[src/rtl/mips_avalon_master.sv]
// Bridges a single-access MIPS-style load/store request onto an Avalon-MM master port,
// handling byte-lane steering, load extension, stall timeout and alignment errors.
module mips_avalon_master #(
  parameter int unsigned TIMEOUT = 64
) (
  input  logic        clk,
  input  logic        reset,
  // CPU side
  input  logic        start,
  input  logic        req_write,
  input  logic [1:0]  req_size,
  input  logic        req_signed,
  input  logic [31:0] req_addr,
  input  logic [31:0] req_wdata,
  output logic        busy,
  output logic        done,
  output logic        err,
  output logic [31:0] rdata,
  // Avalon-MM side
  output logic [31:0] address,
  output logic        read,
  output logic        write,
  output logic [31:0] writedata,
  output logic [3:0]  byteenable,
  input  logic        waitrequest,
  input  logic [31:0] readdata
);

  localparam int unsigned CntW = $clog2(TIMEOUT + 1);

  localparam logic [1:0] StIdle = 2'd0;
  localparam logic [1:0] StBus  = 2'd1;
  localparam logic [1:0] StResp = 2'd2;
  localparam logic [1:0] StErr  = 2'd3;

  localparam logic [1:0] SizeByte = 2'b00;
  localparam logic [1:0] SizeHalf = 2'b01;
  localparam logic [1:0] SizeWord = 2'b10;

  logic [1:0]      state_q, state_d;
  logic [CntW-1:0] cnt_q, cnt_d;
  logic            read_q, read_d;
  logic            write_q, write_d;
  logic [31:0]     address_q, address_d;
  logic [31:0]     writedata_q, writedata_d;
  logic [3:0]      be_q, be_d;
  logic [31:0]     rdata_q, rdata_d;
  // Load extraction controls captured at request time
  logic [1:0]      lane_q, lane_d;
  logic [1:0]      size_q, size_d;
  logic            signed_q, signed_d;

  logic            req_illegal;
  logic [3:0]      req_be;
  logic [31:0]     load_shifted;
  logic [31:0]     load_ext;
  logic [CntW-1:0] cnt_inc;
  logic            timeout_hit;

  // Request decode: alignment check and lane enables
  always_comb begin
    req_illegal = 1'b0;
    req_be      = 4'b0000;
    case (req_size)
      SizeByte: req_be = 4'b0001 << req_addr[1:0];
      SizeHalf: begin
        req_be      = req_addr[1] ? 4'b1100 : 4'b0011;
        req_illegal = req_addr[0];
      end
      SizeWord: begin
        req_be      = 4'b1111;
        req_illegal = (req_addr[1:0] != 2'b00);
      end
      default: req_illegal = 1'b1;
    endcase
  end

  // Load extraction from the live readdata, sampled into rdata on the completing edge
  always_comb begin
    load_shifted = readdata >> {lane_q, 3'b000};
    load_ext     = readdata;
    case (size_q)
      SizeByte: load_ext = {{24{signed_q & load_shifted[7]}}, load_shifted[7:0]};
      SizeHalf: load_ext = {{16{signed_q & load_shifted[15]}}, load_shifted[15:0]};
      default:  load_ext = readdata;
    endcase
  end

  assign cnt_inc     = cnt_q + CntW'(1);
  assign timeout_hit = (cnt_inc == CntW'(TIMEOUT));

  always_comb begin
    state_d     = state_q;
    cnt_d       = cnt_q;
    read_d      = read_q;
    write_d     = write_q;
    address_d   = address_q;
    writedata_d = writedata_q;
    be_d        = be_q;
    rdata_d     = rdata_q;
    lane_d      = lane_q;
    size_d      = size_q;
    signed_d    = signed_q;

    case (state_q)
      StIdle: begin
        if (start) begin
          if (req_illegal) begin
            state_d = StErr;
          end else begin
            state_d     = StBus;
            cnt_d       = '0;
            read_d      = ~req_write;
            write_d     = req_write;
            address_d   = {req_addr[31:2], 2'b00};
            writedata_d = req_wdata << {req_addr[1:0], 3'b000};
            be_d        = req_be;
            lane_d      = req_addr[1:0];
            size_d      = req_size;
            signed_d    = req_signed;
          end
        end
      end
      StBus: begin
        if (!waitrequest) begin
          state_d = StResp;
          read_d  = 1'b0;
          write_d = 1'b0;
          if (read_q) begin
            rdata_d = load_ext;
          end
        end else begin
          cnt_d = cnt_inc;
          if (timeout_hit) begin
            state_d = StErr;
            read_d  = 1'b0;
            write_d = 1'b0;
          end
        end
      end
      StResp:  state_d = StIdle;
      StErr:   state_d = StIdle;
      default: state_d = StIdle;
    endcase
  end

  always_ff @(posedge clk) begin
    if (reset) begin
      state_q     <= StIdle;
      cnt_q       <= '0;
      read_q      <= 1'b0;
      write_q     <= 1'b0;
      address_q   <= '0;
      writedata_q <= '0;
      be_q        <= '0;
      rdata_q     <= '0;
      lane_q      <= '0;
      size_q      <= '0;
      signed_q    <= 1'b0;
    end else begin
      state_q     <= state_d;
      cnt_q       <= cnt_d;
      read_q      <= read_d;
      write_q     <= write_d;
      address_q   <= address_d;
      writedata_q <= writedata_d;
      be_q        <= be_d;
      rdata_q     <= rdata_d;
      lane_q      <= lane_d;
      size_q      <= size_d;
      signed_q    <= signed_d;
    end
  end

  assign busy       = (state_q != StIdle);
  assign done       = (state_q == StResp);
  assign err        = (state_q == StErr);
  assign rdata      = rdata_q;
  assign address    = address_q;
  assign read       = read_q;
  assign write      = write_q;
  assign writedata  = writedata_q;
  assign byteenable = be_q;

endmodule

[config.mk]
export PLATFORM = sky130hd
export DESIGN_NAME = mips_avalon_master
export DESIGN_NICKNAME = d
export VERILOG_FILES = /design/src/rtl/mips_avalon_master.sv
export SDC_FILE = /design/constraint.sdc
export NUM_CORES = 1
export LEC_CHECK = 0
export ABC_CLOCK_PERIOD_IN_PS = 1700
export CAP_MARGIN = 25
export CORE_MARGIN = 2
export CORE_UTILIZATION = 41
export CTS_BUF_LIST = sky130_fd_sc_hd__clkbuf_4 sky130_fd_sc_hd__clkbuf_8
export CTS_CLUSTER_SIZE = 40
export DETAILED_ROUTE_END_ITERATION = 16
export PLACE_DENSITY = 0.79
export SYNTH_ARGS = -nofsm -noshare
export SYNTH_HDL_FRONTEND = slang
export SYNTH_SLANG_ARGS = --single-unit
[constraint.sdc]
create_clock -name clk -period 1.7 [get_ports clk]
set_input_delay 0.17 -clock clk [delete_from_list [all_inputs] [get_ports clk]]
set_output_delay 0.17 -clock clk [all_outputs]
set_load 0.005 [all_outputs]
==> summary by stage <==
Setup path
The depth of the critical timing path with buffers and inverters included is 3. STA puts the critical path data arrival time at 1.47 ns. Of all nets on the critical path, the largest fanout is 8.

The largest individual stage delay along the critical path comes from the cell sky130_fd_sc_hd__dfxtp_2. The cell type group with the largest total delay on the critical path is buffers and inverters. The largest single stage delay on the critical path is 0.33 ns. The buffer and inverter count on the worst path is 2.

The endpoint type of the worst setup path is an output pin. STA puts the critical path data required time at 1.53 ns. The worst-case reg-to-reg path depth is 4. The critical path startpoint category is a flip-flop. The worst setup path category is flip-flop to output pin.

Traced cell by cell, the critical path runs through buf_6 > or2_2 > dlygate4sd2_1.

Timing
In the finished design, the share of the clock period the worst path needs comes to 96.55%. The final period demand of the worst path is 1.641 ns. The actual transition at the worst max-transition pin is 0.7195 ns. The upper clock frequency limit is 609.2 MHz. The worst hold margin is 0.2142 ns. The max-slew violation total from the final report is 0.

The final hold violation count is 0. Setup repair after global routing could not meet its margin everywhere. The final setup skew is 0.01257 ns. Measured against its own limit, the worst slew margin works out to 51.86%.

After layout, the worst setup slack is 0.05858 ns. Setup violations remaining at the end of the flow were counted as 0.

Synth
The fraction of the mapped netlist area in compound gates is 23.28%. The sequential fraction of the synthesis area is 43.11%. The commonest cells after synthesis are sky130_fd_sc_hd__nand2_1, sky130_fd_sc_hd__dfxtp_1, sky130_fd_sc_hd__a21oi_1. The most used flip-flop cell after synthesis is sky130_fd_sc_hd__dfxtp_1. The synthesized design contains 114 register bits. Of the total synthesized cell area, the portion taken by XOR and XNOR cells is 0%. The share of async-settable or async-resettable flops after synthesis is 0%. The adder and majority gate portion of the synthesized area is 0.2364%.

The cell type with the highest aggregate area in the netlist is sky130_fd_sc_hd__dfxtp_1. In this run, synthesis inferred 0 flip-flops with an integrated enable. The yosys synthesis warning count is 0.

Summing the areas of all and, or, nand and nor instances in the mapped netlist gives 19.00% of the synthesized area. The cell count after synthesis came out at 649. In the post-synthesis netlist, the cell with the most instances is sky130_fd_sc_hd__nand2_1. The netlist area before placement is 5294 um2. By area, the combinational part of the netlist is dominated by compound AO/OA/AOI/OAI gates. The fraction of post-synthesis cell area in the top cell type by area is 43.11%. In this run, distinct cell masters in the synthesized netlist total 43. Measured against the total synthesized area, the mux share comes to 8.981%. The per-instance average area after synthesis is 8.157 um2. After synthesis, the cell types taking the most area are sky130_fd_sc_hd__dfxtp_1, sky130_fd_sc_hd__a21oi_1, sky130_fd_sc_hd__nand2_1, sky130_fd_sc_hd__mux2i_1, sky130_fd_sc_hd__a211oi_1.

Cells and area
The count of antenna diodes in the layout is 0. The share of cells above drive strength 1 is 12.21%. The multi-input combinational cells in the finished layout cover a total of 2811 um2. Summing all non-filler instances in the final layout gives an area of 8219 um2. The total of fill cells in the finished design is 1057. The final cell count without fillers is 1048. The layout overhead on the synthesized area is 55.26%. In the final layout, flip-flops and latches occupy 2287 um2. The final layout net count is 968.

Global route
The number of global-route vias before repair was 5486. The total global routing overflow is 0. Entering global routing, the biggest net connects 44 pins. The global-route total usage across every layer is 24.10%. The number of antenna violations at the first check in global routing is 0. The first-pass GRT wire length is 27410 um.

Power and ir drop
Summed over all cells, the static leakage comes to 0.002848 uW. The power per cell area is 782.0 nW/um2. Across the VDD grid, the largest voltage drop is 0.0005201 V.

Routing
Wires add up to 17680 um. The first routing iteration left 577 violations. The iteration count of the initial detailed-routing pass is 6. The per-cell via count in the routed design is 5.494. After detailed routing, the number of remaining DRC violations is 0. The number of vias in the routed layout is 5758. The routed length per instance is 16.87 um. Once detail routing completed, the nets flagged for antenna violations numbered 0.

Floorplan
The die outline height is 117.6 um. The number of placement rows is 41. Once the floorplan was initialized, standard cells occupied 41.95% of the core.

From left edge to right edge, the die measures 117.6 um. The floorplan die area is 13840 um2. The core region area is 12620 um2. The I/O pin count is 209.

Place
The post-place instance area is 7694 um2. Once placement completed, the tool counted placed cells totaling 1012. The global placer's final weighted congestion is 0.9193. The count of input and output buffers is 206. The detailed-placement wirelength estimate is 12500 um. The worst setup timing slack at the placement stage is -0.3768 ns.

Outcome
The flow ran to the end, and the final reports show no timing, DRC or antenna violations.

CTS
The CTS tree is done. The maximum number of buffers from clock root to sink is 2. After clock tree synthesis, the clock-pin slew on the worst setup and hold paths is 0.07 ns.

The H-tree level count is 4. Clock tree synthesis inserted a total of 17 buffers. The clock drives 114 sinks. The clock reaches the later pin of the worst-skew pair after 0.42 ns. The post-cts hold buffer count is 0. The root buffer cell chosen for the clock tree is sky130_fd_sc_hd__clkbuf_8.

Worst hold path
The worst min-delay path class is input pin to flip-flop. The depth of the worst hold-timing path is 2.

Job
The number of maximum-capacitance violations is 0.
==> cell usage in the layout (no fill, tap or decap), types with 6 or more instances in the layout <==
master                            synthesis  final
sky130_fd_sc_hd__nor3_1                  12     12
sky130_fd_sc_hd__a22oi_1                  9      9
sky130_fd_sc_hd__clkdlybuf4s50_1          0    202
sky130_fd_sc_hd__o221ai_1                 7      7
sky130_fd_sc_hd__dfxtp_1                114    110
sky130_fd_sc_hd__a2bb2oi_1                7      7
sky130_fd_sc_hd__clkbuf_8                 0     18
sky130_fd_sc_hd__nand2_1                121    121
sky130_fd_sc_hd__nand3_1                 12     11
sky130_fd_sc_hd__o211ai_1                11     11
sky130_fd_sc_hd__clkinvlp_4               0      7
sky130_fd_sc_hd__or3_1                   10     10
sky130_fd_sc_hd__a21oi_1                 93     93
sky130_fd_sc_hd__mux2i_1                 34     34
sky130_fd_sc_hd__a311oi_1                 6      6
sky130_fd_sc_hd__o2bb2ai_1                8      8
sky130_fd_sc_hd__mux2_2                   8      8
sky130_fd_sc_hd__nor2_1                  56     55
sky130_fd_sc_hd__o21ai_0                  7      6
sky130_fd_sc_hd__a211oi_1                36     33
sky130_fd_sc_hd__buf_4                    4     36
==> per-stage QoR <==
| step | utilization, % | setup TNS [ns] | total power [uW] |
|---|---|---|---|
| floorplan | - | 0 | 3387 |
| global placement | 60.97 | -20.66 | 4023 |
| detailed placement | 60.97 | -26.83 | 4053 |
| CTS | 64.03 | 0 | 6409 |
| global route | 65.13 | -0.01536 | 6685 |
| finish | 65.13 | 0 | 6427 |
==> repair_timing <==
item / 4_1_cts / 5_1_grt
endpoints found under the setup margin: 29 / 89
setup buffers: 0 / 1
gates resized for setup: 10 / 14
pin swaps: 0 / 1
cloned: 0 / 3
==> worst paths after layout <==
check                                 from       endpoint  slack [ns]
worst max-delay path            state_q[1]           busy        0.06
worst min-delay path                 reset       cnt_q[0]        0.21
worst max register to register  state_q[1]  writedata[14]        0.07
worst min register to register    rdata[6]       rdata[6]        0.45
==> routing by layer <==
metal  GRT usage, %  up-vias  part of all wire (%)
li1               -     2738                     -
met1          30.05     2709                    42
met2          40.92      280                    49
met3          5.669       31                   6.8
met4          7.982        0                   2.1
met5              0        -                     0
==> worst reg2reg max path: cells and delay by family, from the launching register on <==
family	cells	cell delay, ns
compound gates	2	0.43
simple gates	2	0.80
flops	1	0.33
==> layout make-up <==
type	count	area share (%)
clock buffers	20	3.197
repair buffers	252	30.58
multi-input cells	473	34.21
flip-flops and latches	114	27.83
inverters	5	0.2283
well taps	172	2.618
clock inverters	12	1.340
==> report_power, final <==
part	internal [uW]	switching (uW)
sequential	2770	66.0
clock	1220	1140
combinational	671	561
==> kinds of logic after synthesis <==
logic type	after synthesis
simple gates	232
other cells	1
compound gates	193
buf+inv	64
fa+ha+maj	1
flops	114
mux	44
==> sequential cells by signal (all words and copies together), names as in the netlist <==
name,flops
cnt_q,7
address,30
rdata,32
byteenable,4
state_q,2
size_q,2
lane_q,2
write,1
read,1
writedata,32
signed_q,1
Note: power is estimated with default switching activity, not from simulation.
